--- src/rtl/sevenseg_scanner.sv ---
// Time-multiplexed driver for a 4-digit common-anode seven-segment display.
// The displayed value is captured once per frame so a digit never tears mid-frame.
module sevenseg_scanner #(
  parameter int unsigned REFRESH_CYCLES = 100000,
  parameter bit          BLANK_LEADING  = 1'b1
) (
  input  logic        clk,
  input  logic        reset,
  input  logic [15:0] hex,
  input  logic [3:0]  dp_in,
  input  logic        enable,
  output logic [3:0]  an,
  output logic [6:0]  seg,
  output logic        dp
);

  localparam int unsigned CW = (REFRESH_CYCLES > 1) ? $clog2(REFRESH_CYCLES) : 1;
  localparam logic [CW-1:0] CNT_LAST = CW'(REFRESH_CYCLES - 1);

  logic [CW-1:0] cnt_q, cnt_d;
  logic [1:0]    d_q, d_d;
  logic [15:0]   shadow_hex_q, shadow_hex_d;
  logic [3:0]    shadow_dp_q, shadow_dp_d;
  logic [3:0]    an_q, an_d;
  logic [6:0]    seg_q, seg_d;
  logic          dp_q, dp_d;

  logic          slot_end;
  logic [1:0]    n;
  logic [3:0]    nib;
  logic          upper_live;
  logic          blank;

  function automatic logic [6:0] decode(input logic [3:0] v);
    case (v)
      4'h0: decode = 7'h40;
      4'h1: decode = 7'h79;
      4'h2: decode = 7'h24;
      4'h3: decode = 7'h30;
      4'h4: decode = 7'h19;
      4'h5: decode = 7'h12;
      4'h6: decode = 7'h02;
      4'h7: decode = 7'h78;
      4'h8: decode = 7'h00;
      4'h9: decode = 7'h10;
      4'hA: decode = 7'h08;
      4'hB: decode = 7'h03;
      4'hC: decode = 7'h46;
      4'hD: decode = 7'h21;
      4'hE: decode = 7'h06;
      default: decode = 7'h0E;
    endcase
  endfunction

  always_comb begin
    slot_end     = (cnt_q == CNT_LAST);
    n            = d_q + 2'd1;
    cnt_d        = slot_end ? '0 : cnt_q + CW'(1);
    d_d          = slot_end ? n : d_q;
    shadow_hex_d = shadow_hex_q;
    shadow_dp_d  = shadow_dp_q;
    if (slot_end && (d_q == 2'd3)) begin
      shadow_hex_d = hex;
      shadow_dp_d  = dp_in;
    end

    // Decisions use the next-slot digit and the freshly captured shadow value.
    nib        = 4'(shadow_hex_d >> {n, 2'b00});
    upper_live = ((shadow_hex_d >> {n, 2'b00}) != '0) || ((shadow_dp_d >> n) != '0);
    blank      = BLANK_LEADING && (n != 2'd0) && !upper_live;

    an_d  = an_q;
    seg_d = seg_q;
    dp_d  = dp_q;
    if (slot_end) begin
      if (!enable || blank) begin
        an_d  = '1;
        seg_d = '1;
        dp_d  = 1'b1;
      end else begin
        an_d  = ~(4'b0001 << n);
        seg_d = decode(nib);
        dp_d  = ~shadow_dp_d[n];
      end
    end
  end

  always_ff @(posedge clk or posedge reset) begin
    if (reset) begin
      cnt_q        <= CNT_LAST;
      d_q          <= 2'd3;
      shadow_hex_q <= '0;
      shadow_dp_q  <= '0;
      an_q         <= '1;
      seg_q        <= '1;
      dp_q         <= 1'b1;
    end else begin
      cnt_q        <= cnt_d;
      d_q          <= d_d;
      shadow_hex_q <= shadow_hex_d;
      shadow_dp_q  <= shadow_dp_d;
      an_q         <= an_d;
      seg_q        <= seg_d;
      dp_q         <= dp_d;
    end
  end

  assign an  = an_q;
  assign seg = seg_q;
  assign dp  = dp_q;

endmodule

--- config.mk ---
export PLATFORM = sky130hd
export DESIGN_NAME = sevenseg_scanner
export DESIGN_NICKNAME = d
export VERILOG_FILES = /design/src/rtl/sevenseg_scanner.sv
export SDC_FILE = /design/constraint.sdc
export NUM_CORES = 1
export LEC_CHECK = 0
export BUFFER_PORTS_ARGS = -buffer_cell sky130_fd_sc_hd__buf_2
export CORE_MARGIN = 3
export CORE_UTILIZATION = 55
export DETAILED_ROUTE_END_ITERATION = 8
export PLACE_DENSITY = 0.76
export SLEW_MARGIN = 20
export SYNTH_ARGS = -nofsm -noshare
export SYNTH_HDL_FRONTEND = slang
export SYNTH_SLANG_ARGS = --single-unit
export TNS_END_PERCENT = 20
--- constraint.sdc ---
create_clock -name clk -period 7.8 [get_ports clk]
set_input_delay 1.95 -clock clk [delete_from_list [all_inputs] [get_ports clk]]
set_output_delay 1.95 -clock clk [all_outputs]
set_load 0.005 [all_outputs]
# Word-level counts from Yosys, hierarchy flattened
# Memories as Yosys holds them, arrays and structs flattened.
# Index checks and enable logic that the tools add are counted.
[totals]
reg_bits = 51
mem_bits_ro = 112
input_bits = 23
output_inout_bits = 12
wordCells = 35
mem_count = 1
[op_classes]
add_sub_neg = 2
order_cmp = 1
n_eq_ne = 2
shifts = 3
mux = 8
n_bitwise = 2
n_reduce_logical = 9
[mem_list]
columns = ["name", "depth", "word_bits", "read_ports", "rd_clocked_by_memory_dff", "wr", "line_no", "rtl"]
rows = [
  ["(no name shown)", 16, 7, 1, 0, 0, "35", "case (v)"],
]
[op_table]
columns = ["cell", "count"]
rows = [
  ["$add 17x1->17 const B", 1],
  ["$eq 17x17->1 const B", 1],
  ["$mux 17", 1],
  ["$mux 16", 1],
  ["$reduce_bool 16->1", 1],
  ["$shr 16x4->16", 1],
  ["$mux 4", 2],
  ["$mux 7", 1],
  ["$not 4->4", 1],
  ["$reduce_bool 4->1", 1],
  ["$shl 1x2->4 const A", 1],
  ["$shr 4x2->4", 1],
  ["$lt 2x3->1 const B", 1],
  ["$add 2x1->2 const B", 1],
  ["$bmux 1 s2", 1],
  ["$eq 2x2->1 const B", 1],
  ["$logic_and 1x1->1", 2],
  ["$logic_not 1->1", 2],
  ["$logic_or 1x1->1", 2],
  ["$mux 1", 2],
  ["$reduce_bool 2->1", 1],
  ["$not 1->1", 1],
]

# Longest topological paths before layout
# Gate-level depths: netlist of run 1.
[depth]
word_depth = 10
mapped_depth = 14
ltp_nobuf = 12

# Least setup slack after synthesis of run 1
# No wires, ideal clock.
[synth_path]
path_kind = "input to register"
from = "input port hex[5]"
to = "register seg_q[0] (netlist: seg[0])"
setup_time_ns = 0.062
arrival_ns = 3.743
t_required_ns = 7.738
setup_slack_ns = 3.995
stages = 8
n_path_buf = 1
path_cell_list = "mux2_1 -> mux4_2 -> inv_1 -> ha_1 -> nor4b_1 -> a41o_1 -> buf_2 -> o32a_1"
[synth_between]
elab_chain_len = 8
word_cells_on_any_way = 9
cone_classes = "shift (1); mux (2); reduce/logical (5); memory (1)"
[synth_lines]
columns = ["element", "line_no", "rtl"]
rows = [
  ["start, declared", "9", "input logic [15:0] hex,"],
  ["$mux 16 (*)", "62", "if (slot_end && (d_q == 2'd3)) begin"],
  ["$shr 16x4->16 (*)", "69", "upper_live = ((shadow_hex_d >> {n, 2'b00}) != '0) || ((shadow_dp_d >> n) != '0);"],
  ["$reduce_bool 16->1", "69", ""],
  ["$logic_or 1x1->1", "69", ""],
  ["$logic_not 1->1", "70", "blank = BLANK_LEADING && (n != 2'd0) && !upper_live;"],
  ["$logic_and 1x1->1", "70", ""],
  ["$logic_or 1x1->1", "76", "if (!enable || blank) begin"],
  ["$mux 7 (*)", "76", ""],
  ["end signal, assigned", "103", "seg_q <= seg_d;"],
  ["end, declared", "25", "logic [6:0] seg_q, seg_d;"],
]
# Every way passes the cells marked *; elsewhere a longest branch is shown, timed or not.
# A chain may end at the register's enable or synchronous reset.

# Worst setup path after layout of run 1
[layout_path]
from = "register cnt_q[0]"
to = "register seg_q[0] (netlist: seg[0])"
[layout_between]
elab_chain_len = 10
word_cells_on_any_way = 14
cone_classes = "eq/ne (1); shift (2); mux (3); reduce/logical (7); memory (1)"
[layout_lines]
columns = ["element", "line_no", "rtl"]
rows = [
  ["start, declared", "20", "logic [CW-1:0] cnt_q, cnt_d;"],
  ["start signal, assigned", "98", "cnt_q <= cnt_d;"],
  ["$eq 17x17->1 (*)", "56", "slot_end = (cnt_q == CNT_LAST);"],
  ["$logic_and 1x1->1 (*)", "62", ""],
  ["$mux 16 (*)", "62", ""],
  ["named net shadow_hex_d[5]", "22", "logic [15:0] shadow_hex_q, shadow_hex_d;"],
  ["$shr 16x4->16 (*)", "69", ""],
  ["$reduce_bool 16->1", "69", ""],
  ["$logic_or 1x1->1", "69", ""],
  ["$logic_not 1->1", "70", ""],
  ["$logic_and 1x1->1", "70", ""],
  ["$logic_or 1x1->1", "76", ""],
  ["$mux 7 (*)", "76", ""],
]
# The timed path passes the listed nets; every way through them passes the cells marked *.

==> results of run 1 <==
==> final cells by class <==
class	instances	area, µm²	share of cell area, %
Sequential cell	51	1310	42.1
Timing Repair Buffer	35	178	5.73
Multi-Input combinational cell	159	1390	44.9
Tap cell	67	83.8	2.70
Inverter	11	42.5	1.37
Clock buffer	8	100	3.23
==> tightest hold or removal path: stages (launching register included) <==
cell and delay, ps:
dfstp_2 380, o21ai_0 60, a21oi_1 60
==> layer usage <==
layer | part of all wire (%) | up-vias | wire length [µm] | global-route usage, %
met4 | 1.5 | 0 | 78 | 6.41
li1 | - | 913 | - | -
met1 | 45 | 932 | 2360 | 25.0
met5 | 0 | - | 0 | 0
met3 | 3.9 | 9 | 204 | 3.05
met2 | 49 | 36 | 2540 | 30.9
==> flip-flops by register name, indices dropped and copies added, names as in the netlist <==
register,count
shadow_dp_q,4
an,4
cnt_q,17
seg,7
dp,1
shadow_hex_q,16
d_q,2
==> where the power goes <==
part	total (mW)	internal, mW	switching, mW
logic	0.0381	0.0175	0.0206
clock network	0.162	0.0811	0.0812
registers	0.273	0.270	0.00322
==> cells by family after synthesis <==
| group | share of synthesized area, % |
|---|---|
| XOR/XNOR | 4.70 |
| flip-flops | 46.7 |
| AO/OA/AOI/OAI | 8.23 |
| adder cells (fa/ha/maj) | 4.92 |
| buffers and inverters | 3.53 |
| multiplexers | 18.3 |
| AND/OR/NAND/NOR | 13.6 |
==> Yosys cell counts, drive strengths merged, types with 2 or more instances <==
| cell | instances |
|---|---|
| mux2i | 8 |
| mux4 | 8 |
| ha | 11 |
| nand3b | 2 |
| or3 | 2 |
| buf | 4 |
| nor2 | 16 |
| clkbuf | 5 |
| nor4 | 5 |
| a22o | 2 |
| o21ai | 4 |
| nor3 | 6 |
| dfrtp | 27 |
| nand4bb | 2 |
| o22a | 7 |
| nand3 | 8 |
| nor3b | 2 |
| dfstp | 24 |
| nand4 | 4 |
| xnor2 | 7 |
| o32a | 4 |
| mux2 | 21 |
| xor2 | 8 |
| nor2b | 2 |
| nand2 | 10 |
| a21oi | 5 |
| and3 | 3 |
| inv | 10 |
==> through the flow <==
stage / cell area [µm²] / util [%] / instances / total power [mW]
floorplan: 2800 / - / 230 / 0.302
finish: 3100 / 64.4 / 331 / 0.474
global placement: 3000 / 62.3 / 323 / 0.315
global route: 3100 / 64.4 / 331 / 0.495
CTS: 3100 / 64.4 / 331 / 0.481
detailed placement: 3000 / 62.3 / 323 / 0.316
==> final timing paths <==
check,startpoint,endpoint,cells past startpoint
worst min-delay path,cnt_q[16]$_DFF_PP1_,cnt_q[16]$_DFF_PP1_,2
worst max register to register,cnt_q[0]$_DFF_PP1_,seg[0]$_DFFE_PP1N_,11
min in group asynchronous,reset,shadow_hex_q[10]$_DFF_PP0_,2
max in group asynchronous,reset,shadow_dp_q[0]$_DFF_PP0_,2
worst min register to register,cnt_q[16]$_DFF_PP1_,cnt_q[16]$_DFF_PP1_,2
worst max-delay path,cnt_q[0]$_DFF_PP1_,seg[0]$_DFFE_PP1N_,11
==> metrics.md, run 1 <==
| Metric | Value |
|---|---|
| Post-synthesis cell area | 0.00280 mm² |
| Worst skew pair latency | 290 ps |
| R2r setup slk | 3900 ps |
| Routed len/inst | 15.7 µm |
| Nets@finish | 297 |
| Fin crit period | 3900 ps |
| RePlAce Congestion | 0.819 |
| Post-synth cell types | 48 |
| Worst hold slack | 500 ps |
| Max-cap violations | 0 |
| Post-synth top flop | dfrtp_1 |
| Syn_nets | 264 |
| Post-CTS setup buffers | 0 |
| Initial antenna violation count | 0 |
| CP Max Fanout | 32 |
| Setup TNS | 0 ps |
| Max Clock Freq | 256 MHz |
| CP max stage delay | 560 ps |
| Final hold violation count | 0 |
| Setup WS post-layout | 3900 ps |
| Leakage dissipation | 1.36 nW |
| Detailed Routing Iterations Pass 1 | 4 |
| H-tree depth | 2 |
| Synth Register Bits | 51 |
| Total Wirelength | 5180 µm |
| Clock sinks | 51 |
| Port-buffer cells | 34 |
| Ports | 35 |
| Vias | 1890 |
| Number of flops mapped to enable cells by yosys | 0 |
| Worst clock skew | 5.45 ps |
| Arr. time, crit path | 4140 ps |
| Synth area leaders | dfrtp_1 24%, dfstp_2 23%, mux2_2 8.1% |
| CTS tree | done |
| Layout fillers | 412 |
| Layout cells sized above 1 | 37.9% |
| Largest net degree at the start of global routing | 52 |
| Die height | 77.3 µm |
| Top cell type's share of synthesized area | 24.2% |
| Synthesis Warnings | 0 |
| Remaining antenna violation count | 0 |
| Synthesis-to-layout area growth | 10.9% |
| Die Wd | 77.3 µm |
| CTS resizes | 0 |
| Pwr dens | 153 mW/mm² |
| Most frequent cells in the layout | 34 x buf_2, 27 x dfrtp_1, 24 x dfstp_2 |
| CP cell instances | ha_1 > nand4_1 > nor4_4 > nand2_4 > mux2_1 > mux4_2 > inv_1 > ha_1 > nor4b_1 > a41o_1 > o32a_1 |
| Place WS | 3630 ps |
| GRT Util Overall | 18.7% |
| Root buffer cell | clkbuf_8 |
| Finish-stage setup viols | 0 |
| Detailed placement HPWL | 3740 µm |
| CP Data Required Time | 8040 ps |
| Min-delay worst type | reg -> reg |
| Core area | 0.00482 mm² |
| Worst vdd ir | 0.0877 mV |
| CP endpoint kind | flip-flop |
| Vias/cell | 5.71 |
| Commonest non-fill, non-tap cell in the layout | buf_2 |
| Clock transition at path regs | 90 ps |
| Max Root-Sink Buffers | 2 |
| GR Overflow Total | 0 |
| Cts hold-fix bufs | 0 |
| Cell family with most CP delay | simple AND/OR/NAND/NOR gates |
| Die area | 0.00598 mm² |
| Rows | 25 |
| Final period util | 50.0% |
| Worst Tran Pin Value | 844 ps |
| Async set-reset flop share out of synthesis | 100% |
| Most used cell, CP | ha_1 |
| Largest area contributor in the netlist | dfrtp_1 |
| Status | finished, final reports clean |
| Critical path class | reg -> reg |
| Slew margin rel. | 43.7% |
| Pins over their slew limit | 0 |
| Syn Inst Count | 230 |
| Syn_area_per_cell | 12.2 µm² |
| Crit-path slowest cell | dfstp_2 |
| Worst Setup Start Kind | flip-flop |
| N_diodes | 0 |
| DRT iter0 DRCs | 149 |
| Initial Utilization | 58.1% |
| Cts bufs inserted | 5 |
| DRC viols | 0 |
| Buf/Inv on CP | 1 |
| Global-route wire length before repair | 9010 µm |
| RSZ-0062 raised after global routing | no |
| Seq/Total Area, Yosys | 46.7% |
| Vias in the first global route | 1918 |
(Power assumes the default switching activity.)
==> inputs of run 2 (changes only) <==
ABC_AREA = 1   (was unset)
CORE_UTILIZATION = 54   (was 55)
PLACE_DENSITY = 0.77   (was 0.76)
clock period = 3.2 ns   (was 7.8 ns; I/O delays follow)
==> run 2 against run 1 <==
  * Flip-flop and latch count is the same
  * First-iteration DRC count grew 97%
  * Critical endpoint is now seg[3]$_DFFE_PP1N_
  * Sequential share of layout area shrank 7.1 points
  * Non-clock buffer count grew 11
  * Register-to-register slack lost 3600 ps
  * Final cell count grew 76%
  * Count of clock-buffer cells in the layout shrank 1
  * Final area grew 20%
  * Synthesized area grew 20%
  * Sequential power grew 140%
  * Combinational power shrank 9.2%
  * Clock skew grew 7.1 ps
==> metrics.md, run 2 <==
| Metric | Value |
|---|---|
| Status | finished, final reports clean |
| Synthesis-to-layout area growth | 11.5% |
| CP Data Required Time | 3450 ps (-4590 ps) |
| Number of flops mapped to enable cells by yosys | 0 (unchanged) |
| Gate power share | 3.0% (-5.0 points) |
| Fin util | 62.7% (-1.7 points) |
| Leakage dissipation | 1.99 nW (+46%) |
| Remaining antenna violation count | 0 (unchanged) |
| CP endpoint kind | flip-flop |
| Rows | 28 (+12%) |
| Root buffer cell | clkbuf_8 |
| Slew margin rel. | 33.3% (-10 points) |
| Syn Inst Count | 469 (+100%) |
| Most frequent cells in the layout | 125 x nand2_1, 70 x inv_1, 58 x nand3_1 |
| GR Overflow Total | 0 (unchanged) |
| Arr. time, crit path | 3150 ps (-990 ps) |
| Syn_nets | 503 (+91%) |
| Vias | 3078 (+63%) |
| Main combinational cell family by area after synthesis | simple AND/OR/NAND/NOR gates |
| Max Root-Sink Buffers | 2 (unchanged) |
| Post-synthesis mux area share | 0% (-18 points) |
| Clock sinks | 51 (unchanged) |
| Synthesis Warnings | 0 (unchanged) |
| Die area | 0.00718 mm² (+20%) |
| Core area | 0.00596 mm² (+24%) |
| Seq pwr share | 55.6% (-2.1 points) |
| Worst vdd ir | 0.173 mV (+97%) |
| Critical path class | reg -> reg |
| Worst Setup Start Kind | flip-flop |
| Initial Utilization | 56.2% (-1.9 points) |
| Commonest non-fill, non-tap cell in the layout | nand2_1 |
| Clock transition at path regs | 100 ps (about the same) |
| Most common cell in the netlist | nand2_1 |
| Synth Register Bits | 51 (unchanged) |
| Nets@finish | 539 (+81%) |
| Worst clock skew | 12.5 ps (+7.07 ps) |
| Finish-stage setup viols | 0 (unchanged) |
| RePlAce Congestion | 0.895 (+9.2%) |
| Final period util | 90.6% (+41 points) |
| Fin crit period | 2900 ps (-1000 ps) |
| Largest area contributor in the netlist | dfrtp_1 |
| DRT iter0 DRCs | 294 (+97%) |
| Die height | 84.7 µm (+9.6%) |
| Synth Area in Adders | 4.11% (-0.81 points) |
| Xor and xnor area share after synthesis | 0.785% (-3.9 points) |
| Pins over their slew limit | 0 (unchanged) |
| Vias/cell | 5.30 (-7.2%) |
| Synth Area in Simple Gates | 41.0% (+27 points) |
| N_diodes | 0 (unchanged) |
| Seq/Total Area, Yosys | 39.0% (-7.7 points) |
| CTS tree | done |
| Clock network fraction of design power | 41.5% (+7.2 points) |
| Ports | 35 (unchanged) |
| Routed len/inst | 13.5 µm (-14%) |
| Cts bufs inserted | 5 (unchanged) |
| Min-delay worst type | reg -> reg |
| Int Power | 0.909 mW (+150%) |
| Worst Tran Pin Value | 999 ps (+155 ps) |
| Syn_area_per_cell | 7.14 µm² (-41%) |
| Detailed Routing Iterations Pass 1 | 6 (+2) |
| Vias in the first global route | 2978 (+55%) |
| DRC viols | 0 (unchanged) |
| Switching pwr | 0.254 mW (+140%) |
| Detailed placement HPWL | 5830 µm (+56%) |
| Post-synth top flop | dfrtp_1 |
| Initial antenna violation count | 0 (unchanged) |
| Net Sw Frac | 21.8% (-0.35 points) |
| Top post-synthesis cells by count | 126 x nand2_1, 71 x inv_1, 58 x nand3_1 |
| Layout fillers | 539 (+31%) |
| Area occupied by multi-input gates | 0.00166 mm² (+19%) |
| Port-buffer cells | 34 (unchanged) |
| Largest net degree at the start of global routing | 48 (-7.7%) |
| Sequential Area | 0.00131 mm² (unchanged) |
| Post-synth cell types | 31 (-35%) |
| CP Max Fanout | 12 (-63%) |
| Layout cells sized above 1 | 21.9% (-16 points) |
| Die Wd | 84.7 µm (+9.6%) |
| Biggest register | cnt_q |
| Compound-Gate Fraction of Synth Area | 3.40% (-4.8 points) |
| Max Clock Freq | 345 MHz (+35%) |
| Top cell type's share of synthesized area | 20.2% (-4.0 points) |
| H-tree depth | 2 (unchanged) |
| Final hold violation count | 0 (unchanged) |
| Post-synthesis cell area | 0.00335 mm² (+20%) |
| Total Wirelength | 7870 µm (+52%) |
| Synth area leaders | dfrtp_1 20%, dfstp_2 19%, nand2_1 14% |
| Async set-reset flop share out of synthesis | 100% (unchanged) |
| Worst skew pair latency | 310 ps (+20 ps) |
| Worst hold slack | 487 ps (-13.3 ps) |
| Max-cap violations | 0 (unchanged) |
| Pwr dens | 311 mW/mm² (+100%) |
| GRT Util Overall | 23.4% (+4.7 points) |
| Max reg flops | 17 (unchanged) |
| Global-route wire length before repair | 13600 µm (+51%) |
| Post-CTS setup buffers | 0 (unchanged) |
==> run 2: worst paths after layout <==
kind | start | to | slack [ps] | depth (start not counted)
min reg2reg | shadow_hex_q[0]$_DFF_PP0_ | shadow_hex_q[0]$_DFF_PP0_ | 490 | 2
min in group asynchronous | reset | shadow_dp_q[0]$_DFF_PP0_ | 720 | 2
max in group asynchronous | reset | seg[6]$_DFFE_PP1N_ | 1770 | 3
min | shadow_hex_q[0]$_DFF_PP0_ | shadow_hex_q[0]$_DFF_PP0_ | 490 | 2
max | cnt_q[0]$_DFF_PP1_ | seg[3]$_DFFE_PP1N_ | 300 | 21
max reg2reg | cnt_q[0]$_DFF_PP1_ | seg[3]$_DFFE_PP1N_ | 300 | 21
==> run 2: stage by stage <==
stage,std cells,setup slack [ps],instance area [µm²],TNS [ps],power [mW]
final,581,302,3730,0,1.16
after global routing,581,-1.19,3730,-1.19,1.20
after CTS,581,235,3720,0,1.18
after detailed placement,573,259,3590,0,0.693
after global placement,573,351,3590,0,0.692
after floorplan,469,515,3350,0,0.672
==> run 2: layout make-up <==
type | count | area share (%)
clock buffer | 7 | 3.18
clock inverter | 1 | 0.168
inverter | 75 | 7.54
multi-input combinational | 326 | 44.5
sequential | 51 | 35.0
tap | 75 | 2.51
timing repair buffer | 46 | 7.07
==> run 2: cell families after synthesis <==
logic type | Yosys count
adders and majority gates | 11
xor gates and xnor gates | 3
AOI/OAI and AO/OA | 20
buffers and inverters | 92
and+or+nand+nor | 292
DFF | 51
==> run 2: repair_timing <==
item	CTS	global route
gates resized for setup	0	3
setup endpoints to repair	0	11
hold buffers	0	0
==> run 2: worst max-delay path, cell delays in order, from the launching register on <==
cell and delay (ps):
dfstp_2 550, ha_1 180, nand2_1 60, nor2_1 120, nand3_1 120, nor2_4 170
buf_6 170, nand4_1 120, nand2_1 130, nand2_1 80, nand2_1 70, nand2_1 70
nand2_2 120, ha_1 200, inv_1 50, nor2_1 80, nand2_1 90, nor2_4 130
nand2_4 100, nand2_4 80, nor2_1 40, nor2_1 90
==> run 2: power groups by stage <==
stage | sequential, mW | combinational [mW] | clock (mW)
2_1_floorplan | 0.657 | 0.0151 | 0
3_3_place_gp | 0.657 | 0.0353 | 0
3_5_place_dp | 0.657 | 0.0359 | 0
4_1_cts | 0.646 | 0.0359 | 0.495
5_1_grt | 0.646 | 0.0402 | 0.517
6_report | 0.646 | 0.0346 | 0.482
==> run 2: per-layer routing <==
layer | up-vias | wire length (µm) | global-route usage (%)
met2 | 94 | 3770 | 38.8
met4 | 0 | 88 | 6.19
li1 | 1545 | - | -
met1 | 1432 | 3550 | 32.1
met3 | 7 | 455 | 3.24
met5 | - | 0 | 0
